## src/rtl/conv_encoder_stream.sv

```systemverilog
// Rate-1/2 feed-forward convolutional encoder with a valid/ready bit input,
// a registered 2-bit symbol output and an optional K-1 zero-bit tail.
module conv_encoder_stream #(
  parameter int             K    = 7,
  parameter logic [K-1:0]   G0   = 7'b1111001,
  parameter logic [K-1:0]   G1   = 7'b1011011,
  parameter bit             TAIL = 1'b1
) (
  input  logic       clk,
  input  logic       rst_n,
  input  logic       start,
  input  logic [7:0] frame_len,
  input  logic       in_valid,
  output logic       in_ready,
  input  logic       in_bit,
  output logic       sym_valid,
  input  logic       sym_ready,
  output logic [1:0] sym_out,
  output logic       sym_last,
  output logic       busy,
  output logic       done,
  output logic [8:0] sym_count
);

  localparam int         SW       = K - 1;
  localparam logic [3:0] TAIL_LEN = 4'(K - 1);

  typedef enum logic [1:0] {
    ST_IDLE  = 2'd0,
    ST_DATA  = 2'd1,
    ST_TAIL  = 2'd2,
    ST_FLUSH = 2'd3
  } state_t;

  state_t          state_r, state_next_s;
  logic [7:0]      len_r;
  logic [7:0]      bit_cnt_r;
  logic [3:0]      tail_cnt_r;
  logic [SW-1:0]   sr_r;
  logic [1:0]      sym_out_r;
  logic            sym_valid_r;
  logic            sym_last_r;
  logic            done_r;
  logic [8:0]      sym_count_r;

  logic            adv_s, accept_s, tail_step_s, load_s;
  logic            start_ok_s, flush_done_s, last_data_s, last_tail_s;
  logic            enc_bit_s, in_ready_s, busy_s;
  logic [K-1:0]    r_s;

  // Both output bits are parities of the tapped window.
  function automatic logic [1:0] encode_sym(input logic [K-1:0] r);
    return {^(r & G0), ^(r & G1)};
  endfunction

  // Handshake qualifiers shared by the FSM and the datapath.
  always_comb begin
    adv_s        = !sym_valid_r || sym_ready;
    accept_s     = (state_r == ST_DATA) && in_valid && adv_s;
    tail_step_s  = (state_r == ST_TAIL) && adv_s;
    load_s       = accept_s || tail_step_s;
    start_ok_s   = (state_r == ST_IDLE) && start;
    flush_done_s = (state_r == ST_FLUSH) && adv_s;
    last_data_s  = (bit_cnt_r == (len_r - 8'd1));
    last_tail_s  = (tail_cnt_r == (TAIL_LEN - 4'd1));
    if (accept_s) begin
      enc_bit_s = in_bit;
    end else begin
      enc_bit_s = 1'b0;
    end
    r_s = {sr_r, enc_bit_s};
  end

  // State register.
  always_ff @(posedge clk or negedge rst_n) begin
    if (!rst_n) begin
      state_r <= ST_IDLE;
    end else begin
      state_r <= state_next_s;
    end
  end

  // Next-state logic.
  always_comb begin
    state_next_s = state_r;
    case (state_r)
      ST_IDLE: begin
        if (start) begin
          if (frame_len != 8'd0) begin
            state_next_s = ST_DATA;
          end else if (TAIL) begin
            state_next_s = ST_TAIL;
          end else begin
            state_next_s = ST_FLUSH;
          end
        end else begin
          state_next_s = ST_IDLE;
        end
      end
      ST_DATA: begin
        if (accept_s && last_data_s) begin
          state_next_s = TAIL ? ST_TAIL : ST_FLUSH;
        end else begin
          state_next_s = ST_DATA;
        end
      end
      ST_TAIL: begin
        if (tail_step_s && last_tail_s) begin
          state_next_s = ST_FLUSH;
        end else begin
          state_next_s = ST_TAIL;
        end
      end
      ST_FLUSH: begin
        if (flush_done_s) begin
          state_next_s = ST_IDLE;
        end else begin
          state_next_s = ST_FLUSH;
        end
      end
      default: state_next_s = ST_IDLE;
    endcase
  end

  // State-decoded outputs; in_ready follows sym_ready combinationally.
  always_comb begin
    in_ready_s = 1'b0;
    busy_s     = 1'b1;
    case (state_r)
      ST_IDLE:  busy_s     = 1'b0;
      ST_DATA:  in_ready_s = adv_s;
      ST_TAIL:  in_ready_s = 1'b0;
      ST_FLUSH: in_ready_s = 1'b0;
      default: begin
        in_ready_s = 1'b0;
        busy_s     = 1'b0;
      end
    endcase
  end

  // Frame bookkeeping: latched length, bit/tail counters, shift register.
  always_ff @(posedge clk or negedge rst_n) begin
    if (!rst_n) begin
      len_r      <= 8'd0;
      bit_cnt_r  <= 8'd0;
      tail_cnt_r <= 4'd0;
      sr_r       <= '0;
    end else if (start_ok_s) begin
      len_r      <= frame_len;
      bit_cnt_r  <= 8'd0;
      tail_cnt_r <= 4'd0;
      sr_r       <= '0;
    end else begin
      if (accept_s) begin
        bit_cnt_r <= bit_cnt_r + 8'd1;
      end
      if (tail_step_s) begin
        tail_cnt_r <= tail_cnt_r + 4'd1;
      end
      if (load_s) begin
        sr_r <= r_s[SW-1:0];
      end
    end
  end

  // Symbol output register; holds while stalled.
  always_ff @(posedge clk or negedge rst_n) begin
    if (!rst_n) begin
      sym_out_r   <= 2'b00;
      sym_valid_r <= 1'b0;
      sym_last_r  <= 1'b0;
    end else begin
      if (load_s) begin
        sym_out_r   <= encode_sym(r_s);
        sym_valid_r <= 1'b1;
        sym_last_r  <= accept_s ? (last_data_s && !TAIL) : last_tail_s;
      end else begin
        if (sym_ready) begin
          sym_valid_r <= 1'b0;
        end
        if (start_ok_s) begin
          sym_last_r <= 1'b0;
        end
      end
    end
  end

  // Accepted-symbol counter and end-of-frame pulse.
  always_ff @(posedge clk or negedge rst_n) begin
    if (!rst_n) begin
      sym_count_r <= 9'd0;
      done_r      <= 1'b0;
    end else begin
      done_r <= flush_done_s;
      if (start_ok_s) begin
        sym_count_r <= 9'd0;
      end else if (sym_valid_r && sym_ready) begin
        sym_count_r <= sym_count_r + 9'd1;
      end
    end
  end

  assign in_ready  = in_ready_s;
  assign busy      = busy_s;
  assign sym_out   = sym_out_r;
  assign sym_valid = sym_valid_r;
  assign sym_last  = sym_last_r;
  assign done      = done_r;
  assign sym_count = sym_count_r;

endmodule
```

## config.mk

```make
export PLATFORM = sky130hd
export DESIGN_NAME = conv_encoder_stream
export DESIGN_NICKNAME = d
export VERILOG_FILES = /design/src/rtl/conv_encoder_stream.sv
export SDC_FILE = /design/constraint.sdc
export NUM_CORES = 1
export LEC_CHECK = 0
export CAP_MARGIN = 10
export CORE_MARGIN = 2
export CORE_UTILIZATION = 60
export CTS_BUF_LIST = sky130_fd_sc_hd__clkbuf_8
export DETAILED_ROUTE_END_ITERATION = 8
export HOLD_SLACK_MARGIN = 0.02
export PLACE_DENSITY = 0.84
export SYNTH_ARGS = -nofsm -noshare
export SYNTH_HDL_FRONTEND = slang
export SYNTH_SLANG_ARGS = --single-unit
```

## constraint.sdc

```tcl
create_clock -name clk -period 5.4 [get_ports clk]
set_input_delay 1.62 -clock clk [delete_from_list [all_inputs] [get_ports clk]]
set_output_delay 1.62 -clock clk [all_outputs]
set_load 0.005 [all_outputs]
```

======== Yosys cells after proc, flatten, opt, wreduce, memory -nomap -nowiden ========
Cells that the tools add are included.
storage, ports and cells
  register bits after elaboration ......... 42
  bits in latches ......................... 0
  RAM bits ................................ 0
  ROM bits ................................ 0
  input bits .............................. 14
  output and inout port bits .............. 16
  word-level logic and storage cells ...... 61
  memories kept ........................... 0
operators by class
  $add $sub $neg .......................... 4
  multipliers ............................. 0
  divide/modulo/power cells ............... 0
  order comparisons ....................... 0
  equality and inequality tests ........... 5
  shifts and indexed selects .............. 0
  multiplexer cells ....................... 22
  bitwise gates (word level) .............. 0
  reductions and logical operators ........ 20
operators with widths
  operator               number
  $mux W9                2
  $mux W8                2
  $reduce_xor A7 Y1      2
  $mux W6                2
  $reduce_bool A2 Y1     5
  $add A9 B1 Y9 const B  1
  $mux W1                9
  $add A8 B1 Y8 const B  1
  $eq A8 B8 Y1           1
  $logic_and A1 B1 Y1    8
  $mux W2                4
  $mux W4                2
  $pmux W2 S4            1
  $reduce_bool A8 Y1     1
  $sub A8 B1 Y8 const B  1
  $add A4 B1 Y4 const B  1
  $eq A2 B2 Y1 const B   2
  $eq A4 B3 Y1 const B   1
  $eq A2 B1 Y1 const B   1
  $logic_not A2 Y1       1
  $logic_or A1 B1 Y1     2
  $logic_not A1 Y1       1

======== Depth between registers and ports, before layout ========
  word-level depth ........................ 6
  gate-level depth with buffers ........... 8
  gate-level depth less buffers ........... 7

======== Least setup slack after synthesis ========
OpenSTA, ideal clock, no wires.
  path kind ............................... input to output
  start point ............................. in sym_ready
  end point ............................... out in_ready
  arrival ................................. 1.922 ns
  data required time ...................... 3.780 ns
  slack ................................... 1.858 ns
  stages .................................. 3
  path buffers ............................ 0
  path through ............................ nand2b_2 > nand2_1 > nor2_1
between the ends
  word-level cells in the longest chain between the ends .. 2
ends and longest elaborated chain
  element             RTL line  RTL
  start, declared     17        input logic sym_ready,
  $logic_or A1 B1 Y1  58        adv_s = !sym_valid_r || sym_ready;
  $mux W1             129       case (state_r)
  end, declared       14        output logic in_ready,
Every way passes these cells.

======== Worst setup path in the final report ========
Ends and elaborated chain as after synthesis.

==> metrics.md <==
| Metric | Value |
|---|---|
| Post-synth cell types | `37` |
| Leftover overflow at the end of global routing | `0` |
| Slowest cell delay on critical path | `550 ps` |
| Largest driver fanout on the critical path | `6` |
| Area inside the core boundary | `3610 um^2` |
| Hold Slack | `524 ps` |
| Maximum vdd ir drop | `about 280 uV` |
| Gates resized, CTS repair | `0` |
| Proportion of register bits with asynchronous set or reset after synthesis | `1.00` |
| Number of nets in the layout | `approximately 270` |
| HP Class | `flop to flop` |
| Setup repair after global routing missed its margin | `no` |
| Overall fraction of global-route tracks in use | `0.222` |
| Summed area of non-filler cells in the final layout | `roughly 2600 um^2` |
| Clock net sink count | `42` |
| Initial core utilization | `0.613` |
| Die Y | `about 65 um` |
| Post-synthesis net count | `about 240` |
| Wire length after detailed routing | `slightly above 4000 um` |
| Ys flop type | `dfrtp_1` |
| Port Buf Inserts | `29` |
| # IOs | `30` |
| Routed WL per cell | `13.4 um` |
| Global-route wire length before repair | `7260 um` |
| Mean cell area of the mapped netlist | `9.83 um^2` |
| Share of final-layout standard cells stronger than drive strength 1 | `0.0751` |
| Root Buffer Master | `clkbuf_8` |
| Setup bufs post-CTS | `0` |
| Clock buffer count from CTS | `5` |
| DP HPWL | `between 2000 and 3000 um` |
| Synth warn | `0` |
| Total placed instance area | `2510 um^2` |
| Max Buffers Root-to-Sink | `2` |
| Ratio of routed vias to standard cells | `5.45` |
| Count of inserted antenna diode cells | `0` |
| Global placer's final weighted congestion | `0.759` |
| Number of levels the H-tree was split into | `2` |
| Via Count | `1639` |
| Synthesis-stage register bit count | `42` |
| Period minus WS final | `4680 ps` |
| # rows | `22` |
| Initial antenna violation count | `0` |
| Number of max-slew violations in the final report | `0` |
| Final Core Density | `0.728` |
| Hold-fix buffers, CTS | `0` |
| Number of enable flip-flop cells after synthesis | `0` |
| Fraction of the yosys area taken by sequential cells | `0.475` |
| Fill cells | `269` |
| Setup Viol. Count Final | `0` |
| Endpoint kind of the worst setup timing path | `output pin` |
| DRC Markers | `0` |
| Data required time of the worst path | `3780 ps` |
| Cell Chain, Critical Path | `clkdlybuf4s50_1 > nand2b_2 > nand2_1 > nor2_1 > clkdlybuf4s50_1` |
| Achievable clock frequency | `~210 MHz` |
| CP Data Arrival Time | `3060 ps` |
| Pin count of the biggest net entering global routing | `43` |
| Leak pwr | `0.00117 uW` |
| Hold Violations, Final | `0` |
| X dimension of the die | `about 65 um` |
| Power density cells | `about 470 nW/um^2` |
| Final period utilization | `0.866` |
| Slew headroom | `0.408` |
| CP Launch Type | `input port` |
| Die footprint | `4190 um^2` |
| CTS tree | `yes` |
| Area of the mapped netlist | `2210 um^2` |
| Worst Setup Path Type | `input port to output pin` |
| Antenna violation net count after detailed routing | `0` |
| Most common cell type on the critical path | `clkdlybuf4s50_1` |
| Clock transition at the registers of the reported paths | `80 ps` |
| Max stage delay cell, worst path | `clkdlybuf4s50_1` |
| Transition time at the pin with the least slew margin | `a little under 900 ps` |
| Vias in the first global route | `1610` |
| Count of max-cap constraint violations | `0` |
| Pre-antenna DRT Iters | `4` |
| Worst clock skew | `7.44 ps` |
| Layout overhead on the synthesized area | `18.7%` |
| Starting DRT DRC Count | `66` |
| Setup_tns | `0 ps` |
| Clock latency reported for the late side of the worst-skew pair | `between 200 and 300 ps` |
| Synthesized instance count | `225` |
| Status | `complete, no violations` |
-- critical path, delay by kind of cell --
family                 cells  cell delay [ps]
buffers and inverters      2             1060
AND/OR/NAND/NOR            3              370
-- cells in the final DEF, fill, tap and decap left out, drive strengths merged --
master / count
dfrtp: 42
nor2: 35
clkdlybuf4s50: 28
xor2: 20
nand2: 17
xnor2: 11
inv: 8
a21oi: 8
o21ai: 8
nand3: 8
and3: 6
mux2: 6
mux2i: 6
nor3: 5
nand4: 5
ha: 5
clkbuf: 5
nand2b: 4
nor4: 3
and4: 2
a41oi: 2
nor2b: 2
nand3b: 2
or3: 2
buf: 2
or2: 1
o21bai: 1
a211oi: 1
o2111ai: 1
o21ba: 1
a221oi: 1
a211o: 1
a31o: 1
nor3b: 1
bufinv: 1
clkinvlp: 1
-- cell usage after synthesis, types with 2 or more instances --
cell type  number  share of area
dfrtp_1        42           0.48
nor2_1         35          0.059
xor2_1         20          0.079
nand2_1        17          0.029
xnor2_1        11          0.044
a21oi_1         8          0.018
nand3_1         8          0.018
o21ai_0         8          0.018
inv_1           7          0.012
and3_1          6          0.017
mux2_2          6          0.031
mux2i_1         6          0.027
buf_2           5          0.011
ha_1            5          0.028
nand4_1         5          0.014
nor3_1          5          0.011
clkbuf_1        3         0.0051
nand2b_1        3         0.0085
a41oi_1         2         0.0079
and4_1          2         0.0079
nand3b_1        2         0.0068
nor2b_1         2         0.0057
nor4_1          2         0.0057
or3_1           2         0.0057
-- layer usage --
metal	up-vias	global-route usage	routed length (um)
met5	-	0	0
met4	0	0.0612	51
met3	9	0.0469	168
met2	29	0.348	1840
met1	788	0.315	1960
li1	813	-	-
-- area by class of cell --
type                            count  area [um^2]  share of cell area
Tap cell                           48         60.1              0.0229
Inverter                            7         26.3              0.0100
Multi-Input combinational cell    166         1080               0.413
Clock buffer                        5         68.8              0.0262
Sequential cell                    42         1050               0.401
Timing Repair Buffer               30          293               0.112
Clock inverter                      3         41.3              0.0157
-- state kept, by name, indices dropped and copies added, names as in the netlist --
register	flops
sym_count	9
bit_cnt_r	8
len_r	8
sr_r	6
tail_cnt_r	4
state_r	2
sym_out	2
done	1
sym_last	1
sym_valid	1
-- logic make-up after synthesis --
kind of cell / count (synthesis) / synth area share
buf+inv: 17 / 0.0357
flops: 42 / 0.475
mux: 12 / 0.0577
compound gates: 25 / 0.0713
fa+ha+maj: 5 / 0.0283
simple gates: 93 / 0.209
xor+xnor: 31 / 0.123
-- per-stage QoR --
stage	total power [uW]	setup slack [ps]	std cells
floorplan	865	1860	225
global placement	990	716	293
detailed placement	1000	726	293
CTS	1260	712	301
global route	1350	654	301
finish	1250	723	301
-- path summary, 6_finish.rpt --
path / start / to / slack (ps) / cells past startpoint
worst min register to register: sym_last / sym_last / 520 / 2
worst max register to register: len_r[0] / state_r[0] / 3340 / 7
max in group asynchronous: rst_n / state_r[1] / 3400 / 1
worst max-delay path: sym_ready / in_ready / 720 / 5
min in group asynchronous: rst_n / tail_cnt_r[2] / 1450 / 1
worst min-delay path: sym_last / sym_last / 520 / 2
-- where the power goes --
part / switching, uW / internal (uW)
clock network: 105 / 136
registers: 130 / 411
logic: 209 / 254
total: 444 / 801
No activity file was read; power rests on OpenSTA's default activity.
